==> src/rtl/adder_position_inverse.sv <==
// Bit-serial subtractor that recovers the unknown addend (sum - addend), LSB first,
// with a registered ripple borrow and a flag for results outside the WIDTH-bit range.
module adder_position_inverse #(
  parameter int WIDTH = 2
) (
  input  logic             clk,
  input  logic             rst_n,
  input  logic             in_valid,
  output logic             in_ready,
  input  logic [WIDTH:0]   sum_in,
  input  logic [WIDTH-1:0] addend_in,
  output logic             out_valid,
  input  logic             out_ready,
  output logic [WIDTH-1:0] diff_out,
  output logic             err_out
);

  localparam int CW = (WIDTH < 1) ? 1 : $clog2(WIDTH + 1);

  typedef enum logic [1:0] {
    IDLE  = 2'd0,
    SHIFT = 2'd1,
    DONE  = 2'd2
  } state_t;

  state_t         state_r;
  logic [WIDTH:0] sum_r;
  logic [WIDTH:0] add_r;
  logic [WIDTH:0] res_r;
  logic [CW-1:0]  cnt_r;
  logic           borrow_r;

  logic [1:0]     step_s;
  logic [WIDTH:0] res_next_s;

  // One full-subtractor bit: returns {borrow_out, difference_bit}
  function automatic logic [1:0] sub_bit(input logic s, input logic a, input logic b);
    sub_bit = {(~s & a) | (~(s ^ a) & b), s ^ a ^ b};
  endfunction

  // Current serial step and the result register as it will look after this step
  always_comb begin
    step_s     = sub_bit(sum_r[0], add_r[0], borrow_r);
    res_next_s = {step_s[0], res_r[WIDTH:1]};
  end

  // Handshake FSM, serial datapath and registered outputs
  always_ff @(posedge clk or negedge rst_n) begin
    if (!rst_n) begin
      state_r   <= IDLE;
      sum_r     <= '0;
      add_r     <= '0;
      res_r     <= '0;
      cnt_r     <= '0;
      borrow_r  <= 1'b0;
      in_ready  <= 1'b1;
      out_valid <= 1'b0;
      diff_out  <= '0;
      err_out   <= 1'b0;
    end else begin
      case (state_r)
        IDLE: begin
          if (in_valid) begin
            sum_r    <= sum_in;
            add_r    <= {1'b0, addend_in};
            res_r    <= '0;
            cnt_r    <= '0;
            borrow_r <= 1'b0;
            in_ready <= 1'b0;
            state_r  <= SHIFT;
          end else begin
            in_ready <= 1'b1;
          end
        end
        SHIFT: begin
          sum_r    <= {1'b0, sum_r[WIDTH:1]};
          add_r    <= {1'b0, add_r[WIDTH:1]};
          res_r    <= res_next_s;
          borrow_r <= step_s[1];
          cnt_r    <= cnt_r + CW'(1);
          if (cnt_r == CW'(WIDTH)) begin
            // A borrow out of the MSB means the true difference was negative
            diff_out  <= res_next_s[WIDTH-1:0];
            err_out   <= step_s[1] | res_next_s[WIDTH];
            out_valid <= 1'b1;
            state_r   <= DONE;
          end else begin
            state_r <= SHIFT;
          end
        end
        DONE: begin
          if (out_ready) begin
            out_valid <= 1'b0;
            in_ready  <= 1'b1;
            state_r   <= IDLE;
          end else begin
            out_valid <= 1'b1;
          end
        end
        default: begin
          state_r   <= IDLE;
          in_ready  <= 1'b1;
          out_valid <= 1'b0;
        end
      endcase
    end
  end

endmodule

==> config.mk <==
export PLATFORM = sky130hd
export DESIGN_NAME = adder_position_inverse
export DESIGN_NICKNAME = d
export VERILOG_FILES = /design/src/rtl/adder_position_inverse.sv
export SDC_FILE = /design/constraint.sdc
export NUM_CORES = 1
export LEC_CHECK = 0
export CAP_MARGIN = 10
export CORE_UTILIZATION = 35
export CTS_CLUSTER_DIAMETER = 100
export CTS_CLUSTER_SIZE = 14
export DETAILED_ROUTE_END_ITERATION = 7
export PLACE_DENSITY = 0.58
export SKIP_CTS_REPAIR_TIMING = 1
export SLEW_MARGIN = 20
export SYNTH_ARGS = -nofsm -noshare
export SYNTH_HDL_FRONTEND = slang
export SYNTH_SLANG_ARGS = --single-unit
==> constraint.sdc <==
create_clock -name clk -period 2.9 [get_ports clk]
set_clock_uncertainty 0.1 [all_clocks]
set_input_delay 0.58 -clock clk [delete_from_list [all_inputs] [get_ports clk]]
set_output_delay 0.58 -clock clk [all_outputs]
set_load 0.005 [all_outputs]
== After elaboration in Yosys (flattened, before gate mapping) ==
Index checks and enable logic that the tools add are counted.
Storage, ports and cells
  bits in registers: 19
  input bits: 9
  bits in writable memories: 0
  latch bits: 0
  memory bits (read-only): 0
  memories: 0
Operators by class
  add/subtract/negate cells: 1
  bitwise logic cells: 10
  divide/modulo/power cells: 0
  shift-type cells: 0
  multiplexer cells: 20
  order comparisons: 0
  multipliers: 0
  reduce and logical (&&, ||, !) cells: 7
  equality and inequality tests: 6
Operators by type and width (count)
  $pmux 3 s2: 3
  $reduce_and 2->1: 5
  $mux 3: 3
  $mux 2: 4
  $ne 2x2->1 const B: 3
  $pmux 1 s3: 2
  $pmux 2 s3: 1
  $mux 1: 5
  $eq 2x2->1 const B: 2
  $not 1->1: 4
  $pmux 2 s2: 1
  $add 2x1->2 const B: 1
  $and 1x1->1: 2
  $eq 2x1->1 const B: 1
  $logic_not 2->1: 1
  $or 1x1->1: 2
  $pmux 1 s2: 1
  $reduce_bool 2->1: 1
  $xor 1x1->1: 2

== Longest topological paths before layout ==
Gate-level depths: netlist of the first run.
  word-level depth: 5
  gate-level depth with buffers: 6
  mapped depth without buffers: 5

== Worst setup path after synthesis of the first run ==
No wires, ideal clock.
  path kind: register to register
  from: register state_r[1]
  to: register sum_r[1]
  clock period less this slack: 1487 ps
  library setup time: 126 ps
  arrival time: 1261 ps
  slack: 1413 ps
  cell stages (with the launch flop): 6
  path buffers: 1
  cell sequence: dfrtp_1 > inv_1 > ha_1 > buf_2 > mux2i_1 > a221o_1
Between the ends
  longest elaborated chain between the ends: 3
Ends and longest elaborated chain
  start, declared: line 26  | state_t state_r;
  start signal, assigned: line 50  | state_r <= IDLE;
  start signal, assigned: line 70  | state_r <= SHIFT;
  start signal, assigned: line 86  | state_r <= DONE;
  $eq 2x1->1 / $logic_not 2->1 (equally long branches): line 61  | case (state_r)
  $reduce_bool 2->1 (no line) / $ne 2x2->1 (equally long branches)
  $reduce_and 2->1 (no line)
  end signal, assigned: line 64  | sum_r <= sum_in;
  end signal, assigned: line 76  | sum_r <= {1'b0, sum_r[WIDTH:1]};
  end, declared: line 27  | logic [WIDTH:0] sum_r;
Several ways; a longest one is shown, not always the timed one.
A chain may end at the register's enable or synchronous reset.

== Final worst setup path of the first run ==
  from: register in_ready
  to: output port in_ready
RTL lines
  start, declared: line 9  | output logic in_ready,
  start signal, assigned: line 56  | in_ready <= 1'b1;
  start signal, assigned: line 69  | in_ready <= 1'b0;
  start signal, assigned: line 72  | in_ready <= 1'b1;
No word-level cell between the ends.

==> results of run 1 <==
## metrics by stage
| step | instance area, um^2 | setup slack, ps | power, mW |
|---|---|---|---|
| 2_1_floorplan | 860 | 1410 | 0.782 |
| 3_3_place_gp | 1010 | 900 | 0.926 |
| 3_5_place_dp | 1010 | 845 | 0.939 |
| 4_1_cts | 1040 | 888 | 1.07 |
| 5_1_grt | 1040 | 738 | 1.17 |
| 6_report | 1040 | 908 | 1.06 |
## sequential cells by signal, summed over array words and instances, names as in the netlist
name / count
out_valid: 1
diff_out: 2
sum_r: 3
res_r: 2
add_r: 2
cnt_r: 2
err_out: 1
in_ready: 1
borrow_r: 1
state_r: 2
## area by class of cell
type / count / area [um^2]
tap: 28 / 35.0
multi-input combinational: 57 / 408
inverter: 4 / 15.0
timing repair buffer: 13 / 130
fill: 224 / 1210
sequential: 17 / 427
clock buffer: 4 / 26.3
## power groups by stage
stage | combinational (mW) | clock (mW) | sequential, mW
4_1_cts | 0.537 | 0.131 | 0.400
2_1_floorplan | 0.389 | 0 | 0.393
5_1_grt | 0.611 | 0.145 | 0.411
3_3_place_gp | 0.523 | 0 | 0.402
3_5_place_dp | 0.535 | 0 | 0.404
6_report | 0.533 | 0.125 | 0.398
## cells in the mapped netlist
| cell type | count |
|---|---|
| mux2i_1 | 4 |
| nor2_1 | 1 |
| nor2_2 | 1 |
| nor2b_2 | 1 |
| nand3_1 | 2 |
| mux2_2 | 1 |
| a22o_1 | 1 |
| nor3b_1 | 1 |
| mux2_1 | 2 |
| a21oi_1 | 3 |
| and2b_4 | 1 |
| ha_1 | 5 |
| o21ai_0 | 2 |
| fa_1 | 1 |
| dfstp_2 | 1 |
| buf_2 | 2 |
| o21ai_1 | 7 |
| nand2_1 | 10 |
| dfrtp_1 | 16 |
| nor2b_1 | 5 |
| a31oi_1 | 2 |
| a221o_1 | 3 |
| inv_1 | 4 |
| nand2b_1 | 4 |
## metal layers
layer	track usage	vias up	share of wire
met5	0	-	0
met4	0.0405	0	0.0058
met3	0.0351	2	0.043
met2	0.219	14	0.42
met1	0.197	287	0.53
li1	-	308	-
## final timing paths
| path | cells past startpoint | slack, ps | endpoint |
|---|---|---|---|
| max in group asynchronous | 1 | 1580 | add_r[1] |
| worst min register to register | 2 | 390 | err_out |
| worst max-delay path | 1 | 910 | in_ready |
| worst min-delay path | 2 | 390 | err_out |
| min in group asynchronous | 1 | 640 | diff_out[0] |
| worst max register to register | 4 | 980 | sum_r[1] |
## tightest hold or removal path: stages, from the launching register on
cell and delay [ps]:
dfrtp_1 360, nand2_1 40, o21ai_0 60
## kinds of logic after synthesis
group	Yosys count
simple gates	26
compound gates	18
flops	17
mux	7
buf+inv	6
fa+ha+maj	6
==> run_results.csv, run 1 <==
group,metric,value,unit
outcome,run_status,"finished clean",
critical_path,crit_slowest_cell,"dfstp_2",
global_routing,overflow,0,
drt,vias,611,
worst_hold_path,worstHoldPathType,"register to register",
critical_path,startpoint_type,"register",
pwr,p_switching,0.406,mW
drt,firstDrtPassIters,5,
critical_path,crit_fanout,2,
synthesis,synthAdderAreaFrac,0.0961,
final_layout,layout_commonest_cell,"dfrtp_1",
drt,routed_wl,1540,um
critical_path,cp.buffers_inverters,1,
synthesis,yosysTopAreaCell,"dfrtp_1",
pwr,ir_drop,0.000442,V
pwr,clkPwrFrac,0.119,
worst_hold_path,hp-start,"err_out",
final_layout,syn_to_final_growth,21.1,%
synthesis,synth_top_family_by_area,"simple AND/OR/NAND/NOR gates",
die,rows,17,
sta,setup_viol,0,
pwr,power_frac_comb,0.504,
place,place.port_buffers,13,
synthesis,avgSynthCellArea,10.7,um^2
pwr,pwr-share-seq,0.377,
global_routing,grt_pass1_vias,607,
sta,fin_setup_tns,0,ps
synthesis,synth-compound-area-share,0.130,
synthesis,synth_warnings,0,
clock_tree,clock_latency,280,ps
synthesis,synth_seq_area_share,0.496,
final_layout,drive_gt1_frac,0.0842,
final_layout,fin_cells,123,
critical_path,crit_path_end_kind,"output pin",
sta,fmax,502,MHz
critical_path,required,2220,ps
place,dpl.cell_count,119,
critical_path,worstSetupStartpoint,"in_ready",
critical_path,r2r_start,"state_r[0]",
die,die_x,51.6,um
sta,fin_crit,1990,ps
global_routing,grtUsageTotal,0.142,
final_layout,antennaDiodeCount,0,
synthesis,yosysTopAreaCellShare,0.466,
sta,relSlewSlack,0.486,
flow_run,drv_cap,0,
global_routing,grt_pass1_wl,2800,um
clock_tree,clock_path_buffers,2,
clock_tree,clockRootBuffer,"clkbuf_4",
pwr,p_leak,0.464,nW
die,start_util,0.381,
clock_tree,cts.clk_slew.worst_paths,100,ps
synthesis,synth_mux_area_frac,0.0859,
drt,drtIter0Drc,11,
global_routing,antenna_found_initial,0,
place,gp_congestion,0.739,
sta,rsz0062_at_grt,"no",
final_layout,layout_common_cells,"dfrtp_1, clkdlybuf4s50_1, nand2_1",
final_layout,final_util,0.462,
drt,final_antenna_net_count,0,
critical_path,worstSetupPathType,"register to output pin",
clock_tree,clock_sinks,17,
synthesis,synth_xor_xnor_area_share,0,
critical_path,max_stage_delay,540,ps
die,chipHeight,51.6,um
die,ios,14,
die,core-area,2250,um^2
synthesis,synth_seq_cells,17,
synthesis,syn_inst,80,
sta,hold_viol,0,
global_routing,grt_max_degree,18,
drt,wl_per_cell,12.6,um
final_layout,fin_nets,111,
sta,fin_hold_ws,391,ps
drt,avgViaCountPerCell,4.97,
synthesis,yosysUniqueCellTypes,24,
clock_tree,cts_tree,"built",
synthesis,yosys-top-cells-area,"dfrtp_1, ha_1, mux2i_1",
pwr,power-per-cell-area,1010,nW/um^2
sta,fin_crit_sh,0.687,
place,dp_hpwl,1130,um
sta,tightest_slew,768,ps
clock_tree,cts_buffers,3,
critical_path,crit_arrival,1310,ps
critical_path,critPathTopFamily,"flip-flops",
sta,maxSlewViolCount,0,
critical_path,cp_cell_sequence,"clkdlybuf4s50_1",
pwr,swShare,0.384,
synthesis,synth-simple-area-share,0.163,
drt,drc_errors,0,
synthesis,synth_fp_nets,95,
clock_tree,h-tree-depth,1,
pwr,internal_power,0.650,mW
synthesis,netlist_area,860,um^2
die,dieArea,2660,um^2
Power figures use the tool's default switching activity.
==> inputs of run 2 (changes only) <==
Clock period 2.9 ns to 1.9 ns, I/O delays scaled along.
==> run 2 against run 1 <==
Die area is the same. Cell count increased by 3.3%. Critical path depth stayed put. Sequential cell count did not move. Setup slack lost 800 ps. Combinational power increased by 60%. Sequential power grew 53%. Non-clock buffer count grew 4. Routed wire length shrank 1.9%. Register-to-register slack worse by 780 ps. Core utilization increased by 1.5 points. First-iteration DRC count is 55% lower. Highest routed layer is now met3.
==> run_results.csv, run 2 (synthesis gave the netlist of run 1 again) <==
group,metric,value,unit
drt,drtIter0Drc,5,
worst_hold_path,worstHoldPathType,"input pin to async pin",
critical_path,max_stage_delay,540,ps
drt,dr_wl_met2,705,um
die,start_util,0.381,
drt,drc_errors,0,
sta,fmax,558,MHz
final_layout,top_register,"sum_r",
pwr,power_frac_comb,0.517,
final_layout,fin_cells,127,
die,rows,17,
die,ios,14,
sta,setup_viol,0,
global_routing,grt_pass1_wl,2680,um
drt,final_antenna_net_count,0,
place,place.port_buffers,13,
pwr,p_leak,0.483,nW
critical_path,startpoint_type,"register",
clock_tree,clock_sinks,17,
global_routing,grt_max_degree,13,
sta,fin_crit_sh,0.944,
critical_path,crit_slowest_cell,"dfstp_2",
sta,rsz0062_at_grt,"no",
final_layout,layout_commonest_cell,"dfrtp_1",
pwr,power-per-cell-area,1540,nW/um^2
pwr,p_switching,0.620,mW
pwr,pwr-share-seq,0.368,
drt,routedLengthMet1,750,um
global_routing,antenna_found_initial,0,
clock_tree,clockRootBuffer,"clkbuf_4",
sta,fin_crit,1790,ps
global_routing,grtUsageTotal,0.137,
drt,avgViaCountPerCell,4.77,
final_layout,layout_common_cells,"dfrtp_1, clkdlybuf4s50_1, nand2_1",
die,core-area,2250,um^2
final_layout,nFillCells,232,
place,dp_hpwl,1220,um
critical_path,cp_cell_sequence,"clkdlybuf4s50_1",
sta,relSlewSlack,0.747,
place,placed_area,1040,um^2
place,dpl.cell_count,123,
final_layout,drive_gt1_frac,0.131,
global_routing,overflow,0,
critical_path,critPathTopFamily,"flip-flops",
critical_path,crit_arrival,1310,ps
clock_tree,cts.clk_slew.worst_paths,100,ps
drt,vias,606,
drt,dr_wl_met3,58,um
drt,firstDrtPassIters,4,
flow_run,drv_cap,0,
critical_path,required,1420,ps
pwr,internal_power,1.03,mW
die,die_x,51.6,um
drt,wl_per_cell,11.9,um
final_layout,fin_area,1070,um^2
sta,maxSlewViolCount,0,
sta,tightest_slew,373,ps
final_layout,fin_nets,115,
clock_tree,cts_tree,"built",
die,chipHeight,51.6,um
pwr,clkPwrFrac,0.115,
critical_path,crit_fanout,2,
die,dieArea,2660,um^2
clock_tree,clock_latency,280,ps
clock_tree,cts_buffers,3,
final_layout,largest_register_ffs,3,
critical_path,worstSetupPathType,"register to output pin",
clock_tree,clock_path_buffers,2,
sta,fin_setup_tns,0,ps
global_routing,grt_pass1_vias,627,
sta,hold_viol,0,
critical_path,crit_path_end_kind,"output pin",
pwr,ir_drop,0.000782,V
critical_path,cp.buffers_inverters,1,
drt,routed_wl,1510,um
final_layout,syn_to_final_growth,25.0,%
outcome,run_status,"finished clean",
drt,maxUsedRoutingLayer,"met3",
clock_tree,h-tree-depth,1,
place,gp_congestion,0.733,
final_layout,antennaDiodeCount,0,
pwr,swShare,0.375,
run 2: cell types whose count changed in the layout (fill, tap and decap cells not counted):
| cell | change |
|---|---|
| buf_4 | +4 |
| mux2i_2 | +1 |
| mux2i_1 | -1 |
run 2: final cells by class:
type | count | area (um^2) | area share
Multi-Input combinational cell | 57 | 412 | 0.383
Sequential cell | 17 | 427 | 0.397
Inverter | 4 | 15.0 | 0.0140
Clock buffer | 4 | 26.3 | 0.0244
Timing Repair Buffer | 17 | 160 | 0.149
Tap cell | 28 | 35.0 | 0.0326
run 2: per-layer routing:
metal / GRT usage / vias up
met5: 0 / -
met4: 0.0405 / 0
li1: - / 315
met2: 0.216 / 16
met1: 0.191 / 275
met3: 0.0263 / 0
run 2: through the flow:
stage          power (mW)  utilization  hold WS, ps  setup WS (ps)
3_3_place_gp         1.46        0.463          370            158
6_report             1.65        0.477          233            107
3_5_place_dp         1.47        0.463          372            149
5_1_grt              1.82        0.477          245           70.0
4_1_cts              1.67        0.475          237           91.2
2_1_floorplan        1.19            -        -15.6            413
run 2: path summary, 6_finish.rpt:
| path | startpoint | end | slack [ps] | depth (start not counted) |
|---|---|---|---|---|
| hold reg to reg | err_out | err_out | 390 | 2 |
| setup reg to reg | state_r[0] | sum_r[1] | 200 | 5 |
| setup / recovery | in_ready | in_ready | 110 | 1 |
| max in group asynchronous | rst_n | diff_out[1] | 1010 | 2 |
| min in group clk | err_out | err_out | 390 | 2 |
| hold / removal | rst_n | state_r[1] | 230 | 1 |
run 2: power by group through the flow:
| stage | logic [mW] | registers (mW) | clock network [mW] |
|---|---|---|---|
| 2_1_floorplan | 0.594 | 0.600 | 0 |
| 3_3_place_gp | 0.846 | 0.614 | 0 |
| 5_1_grt | 0.974 | 0.632 | 0.213 |
| 4_1_cts | 0.857 | 0.612 | 0.197 |
| 6_report | 0.854 | 0.608 | 0.190 |
| 3_5_place_dp | 0.853 | 0.619 | 0 |
==> variant 1, RTL diff (config.mk and constraints of run 1) <==
`WIDTH`: 2 -> 1.
--- a/src/rtl/adder_position_inverse.sv
+++ b/src/rtl/adder_position_inverse.sv
@@ -2,5 +2,5 @@
 // with a registered ripple borrow and a flag for results outside the WIDTH-bit range.
 module adder_position_inverse #(
-  parameter int WIDTH = 2
+  parameter int WIDTH = 1
 ) (
   input  logic             clk,
Interface: changed (resized addend_in, diff_out and sum_in); port bits go from 14 to 11. No check against the original RTL was run, so the function may have changed too.
==> variant 1 against run 1 <==
  * Maximum frequency rose by 1.1%
  * Global-route usage hardly changed
  * Total power shrank 20%
  * Sequential cell count is 5 lower
  * Worst setup slack better by 0.021 ns
  * Register-to-register slack gained 0.19 ns
  * Die area shrank 19%
  * Final area shrank 19%
  * Sequential power fell by 26%
  * Wire length decreased by 19%
  * Via count fell by 21%
  * Area after synthesis fell by 20%
  * Critical endpoint unchanged
  * Highest routed layer unchanged
==> variant 1: results (changes against run 1) <==
metric;value;unit;change
wl_per_cell;12.2;microns;-2.8%
ys_types;27;;+13%
layout-drive-gt1-share;18.2;%;+9.8 points
synth_nets;77;;-19%
nets;91;;-18%
cellLeakagePower;0.390;nW;-16%
path_clk_slew;0.07;ns;-0.03 ns
crit_family;flip-flops;;
max_slew_margin;62.1;%;+13 points
dp_hpwl;920;microns;-18%
cp_data_arrival_time;1.29;ns;-0.02 ns
grt_pass1_wl;2080;microns;-26%
dr.pass1.iters;3;;-2
place.gp.congestion;0.697;;-5.6%
peakVddDrop;566;uV;+28%
viasPerCell;4.74;;-4.7%
status;complete, no violations;;
ys_seq_area_share;43.7;%;-5.9 points
io_buffers;10;;-3
first_global_vias;472;;-22%
synthTopCellsByArea;dfrtp_1 (40%), ha_1 (9.1%), o21ai_0 (5.1%);;
grt_use_total;14.2;%;+0.031 points
synth_commonest_cells;dfrtp_1 (11), nand2_1 (7), o21ai_0 (7), ha_1 (5), inv_1 (5);;
synth_compound_area_share;18.0;%;+5.0 points
drt_iter0_drc;5;;-6
reg.largest.list;state_r: 2 flops, sum_r: 2 flops;;
htreeDepth;1;;unchanged
synth_fa_ha_area_share;12.0;%;+2.4 points
synthMuxAreaShare;6.17;%;-2.4 points
grt_start_max_net_pins;13;;-5
cp_max_fo;2;;unchanged
-- variant 1: cell count changes in the layout (fill, tap and decap cells not counted), moves of 4 or more --
cell,delta
o21ai_0,+5
o21ai_1,-6
dfrtp_1,-5
nand2b_1,-4
-- variant 1: cell families (layout without fill, tap and decap cells) --
group,count (synthesis),in the layout
multiplexers,4,4
AO/OA/AOI/OAI,19,19
flip-flops,12,12
buffers and inverters,7,20
AND/OR/NAND/NOR,16,16
adder cells (fa/ha/maj),6,6
-- variant 1: per-stage QoR --
stage               cells  setup WS, ns  area (sq um)
finish                102         0.929           846
global route          102         0.881           846
CTS                   102         0.912           846
detailed placement     98         0.865           810
global placement       98         0.892           810
floorplan              64          1.42           689
-- variant 1: final timing paths --
path	end	slack, ns	start	cells past startpoint
setup reg to reg	sum_r[0]	1.17	state_r[0]	5
setup / recovery	in_ready	0.93	in_ready	1
min in group asynchronous	diff_out	0.57	rst_n	1
max in group asynchronous	in_ready	1.76	rst_n	1
hold reg to reg	err_out	0.38	err_out	1
hold / removal	err_out	0.38	err_out	1
-- variant 1: area by class of cell --
class	count	area [sq um]
clock buffer	4	36.3
fill	173	937
inverter	6	22.5
multi-input combinational	45	354
sequential	12	302
tap	25	31.3
timing repair buffer	10	100
-- variant 1: power by group --
group	leakage (nW)	switching, mW	total [mW]	internal (mW)
Sequential	0.154	0.0515	0.295	0.244
Combinational	0.216	0.204	0.415	0.212
Clock	0.0210	0.0549	0.131	0.0763
-- variant 1: metal layers --
metal  global-route usage [%]  wire length [microns]
met1                     17.7                    637
met3                     6.27                     58
met4                     3.53                     13
met5                        0                      0
met2                     22.2                    536
==> variant 2, RTL diff (settings of run 1) <==
Made on the original files. Re-encode `state_t` (3 states) as one-hot, 3 bits wide.
--- a/src/rtl/adder_position_inverse.sv
+++ b/src/rtl/adder_position_inverse.sv
@@ -18,8 +18,8 @@
   localparam int CW = (WIDTH < 1) ? 1 : $clog2(WIDTH + 1);
 
-  typedef enum logic [1:0] {
-    IDLE  = 2'd0,
-    SHIFT = 2'd1,
-    DONE  = 2'd2
+  typedef enum logic [2:0] {
+    IDLE  = 3'b001,
+    SHIFT = 3'b010,
+    DONE  = 3'b100
   } state_t;
 
Check against the original RTL: no difference found for any inputs over 10 cycles, from zero or initial values and one cycle with rst_n low; not proved beyond that.
==> variant 2 against run 1 <==
  * Area after synthesis up 1.6%
  * Final area down 0.36%
  * Total power down 6.1%
  * Sequential cell count up 1
  * Die area up 1.5%
  * Global-route usage up 0.97 points
  * Worst setup slack better by 0.0044 ns
  * Non-clock buffer count unchanged
  * Wire length up 12%
  * Critical endpoint unchanged
==> variant 2: results (changes against run 1) <==
metric;value;unit;change
ant_nets;0;;unchanged
place_area;0.00101;sq mm;-0.37%
ys_seq_area_share;51.9;%;+2.2 points
via_count;633;;+3.6%
nets;103;;-7.2%
dpl_worst_slack;0.901;ns;+0.0564 ns
grt-ovfl-total;0;;unchanged
reg2regPathDepth;3;;-1
max_slew_margin;45.2;%;-3.4 points
areaGrowthSynthToFinish;18.8;%;
status;complete, no violations;;
synthMuxAreaShare;3.72;%;-4.9 points
synth_commonest_cells;dfrtp_1 (16), a21oi_1 (6), inv_1 (6), nor2_1 (5);;
layout-drive-gt1-share;11.0;%;+2.6 points
async_flop_share;100;%;unchanged
hold_depth;2;;unchanged
cts.root.buffer_cell;clkbuf_4;;
cp_max_fo;2;;unchanged
hold_start;in_ready;;
io_buffers;13;;unchanged
instances_no_fill;119;;-3.3%
reg.largest.list;state_r: 3 flops, sum_r: 3 flops;;
cellLeakagePower;0.453;nW;-2.5%
wl_per_cell;14.5;microns;+16%
synth_fa_ha_area_share;3.72;%;-5.9 points
timing.rr.end;borrow_r;;
grt_antenna_before_repair;0;;unchanged
diodes;0;;unchanged
place.gp.congestion;0.753;;+1.9%
drt_iter0_drc;9;;-2
dr.pass1.iters;4;;-1
worst_path_largest_cell_delay;0.54;ns;about the same
synth_compound_area_share;21.6;%;+8.7 points
grt_start_max_net_pins;19;;+1
r2r_start;state_r[1];;
synth_xor_xnor_area_share;0;%;unchanged
synthTopCellsByArea;dfrtp_1 (46%), dfstp_2 (6.0%), a22o_1 (4.0%);;
ys_types;35;;+46%
first_global_vias;624;;+2.8%
holdWs;0.396;ns;+0.00439 ns
htreeDepth;1;;unchanged
slowest_stage;dfstp_2;;
synth_nets;90;;-5.3%
yosys_warnings;0;;unchanged
peakVddDrop;531;uV;+20%
hp-class;flip-flop to flip-flop;;
grt_pass1_wl;2910;microns;+3.9%
hold_end;in_ready;;
r2r_setup_slack;1.14;ns;+0.16 ns
dp_hpwl;1220;microns;+7.9%
grt_use_total;15.2;%;+0.97 points
fillers;211;;-5.8%
syn_avg_cell_area;11.1;sq um;+2.9%
variant 2: changes by cell type in the layout (fill, tap and decap cells not counted), sizes merged, moves of 4 or more:
cell	change
nor2b	-6
nand2	-6
o21ai	-7
ha	-4
variant 2: per-layer routing:
metal,track usage (%),vias to the layer above,wire (microns)
li1,-,311,-
met1,20.7,313,845
met2,23.3,9,808
met3,2.63,0,77
met4,6.76,0,0
met5,0,-,0
variant 2: area by class of cell:
class / count / share of cell area [%]
inverter: 6 / 2.17
clock buffer: 4 / 2.53
timing repair buffer: 13 / 12.5
tap: 28 / 3.38
sequential: 18 / 43.7
multi-input combinational: 50 / 35.7
variant 2: worst max-delay path by stage:
stage / startpoint / end / slack (ns)
4_1_cts: in_ready / in_ready / 0.89
2_1_floorplan: state_r[1] / borrow_r / 1.40
3_3_place_gp: in_valid / res_r[1] / 0.95
3_5_place_dp: in_valid / res_r[1] / 0.90
6_report: in_ready / in_ready / 0.91
5_1_grt: in_ready / in_ready / 0.87
variant 2: kinds of logic (layout without fill, tap and decap cells):
group,after synthesis,after routing
DFF,18,18
buffers and inverters,11,23
AOI/OAI and AO/OA,26,26
and+or+nand+nor,19,19
adders and majority gates,2,2
muxes,3,3
variant 2: worst reg2reg max path: stages, from the launching register on:
cell and delay, ns:
dfrtp_1 0.64, or3b_1 0.53, and2_4 0.21, a22o_1 0.17
variant 2: power by group:
part           internal [mW]  switching (mW)  leakage (nW)
Clock                 0.0534          0.0776        0.0150
Combinational          0.219           0.172         0.210
Sequential             0.361           0.109         0.228
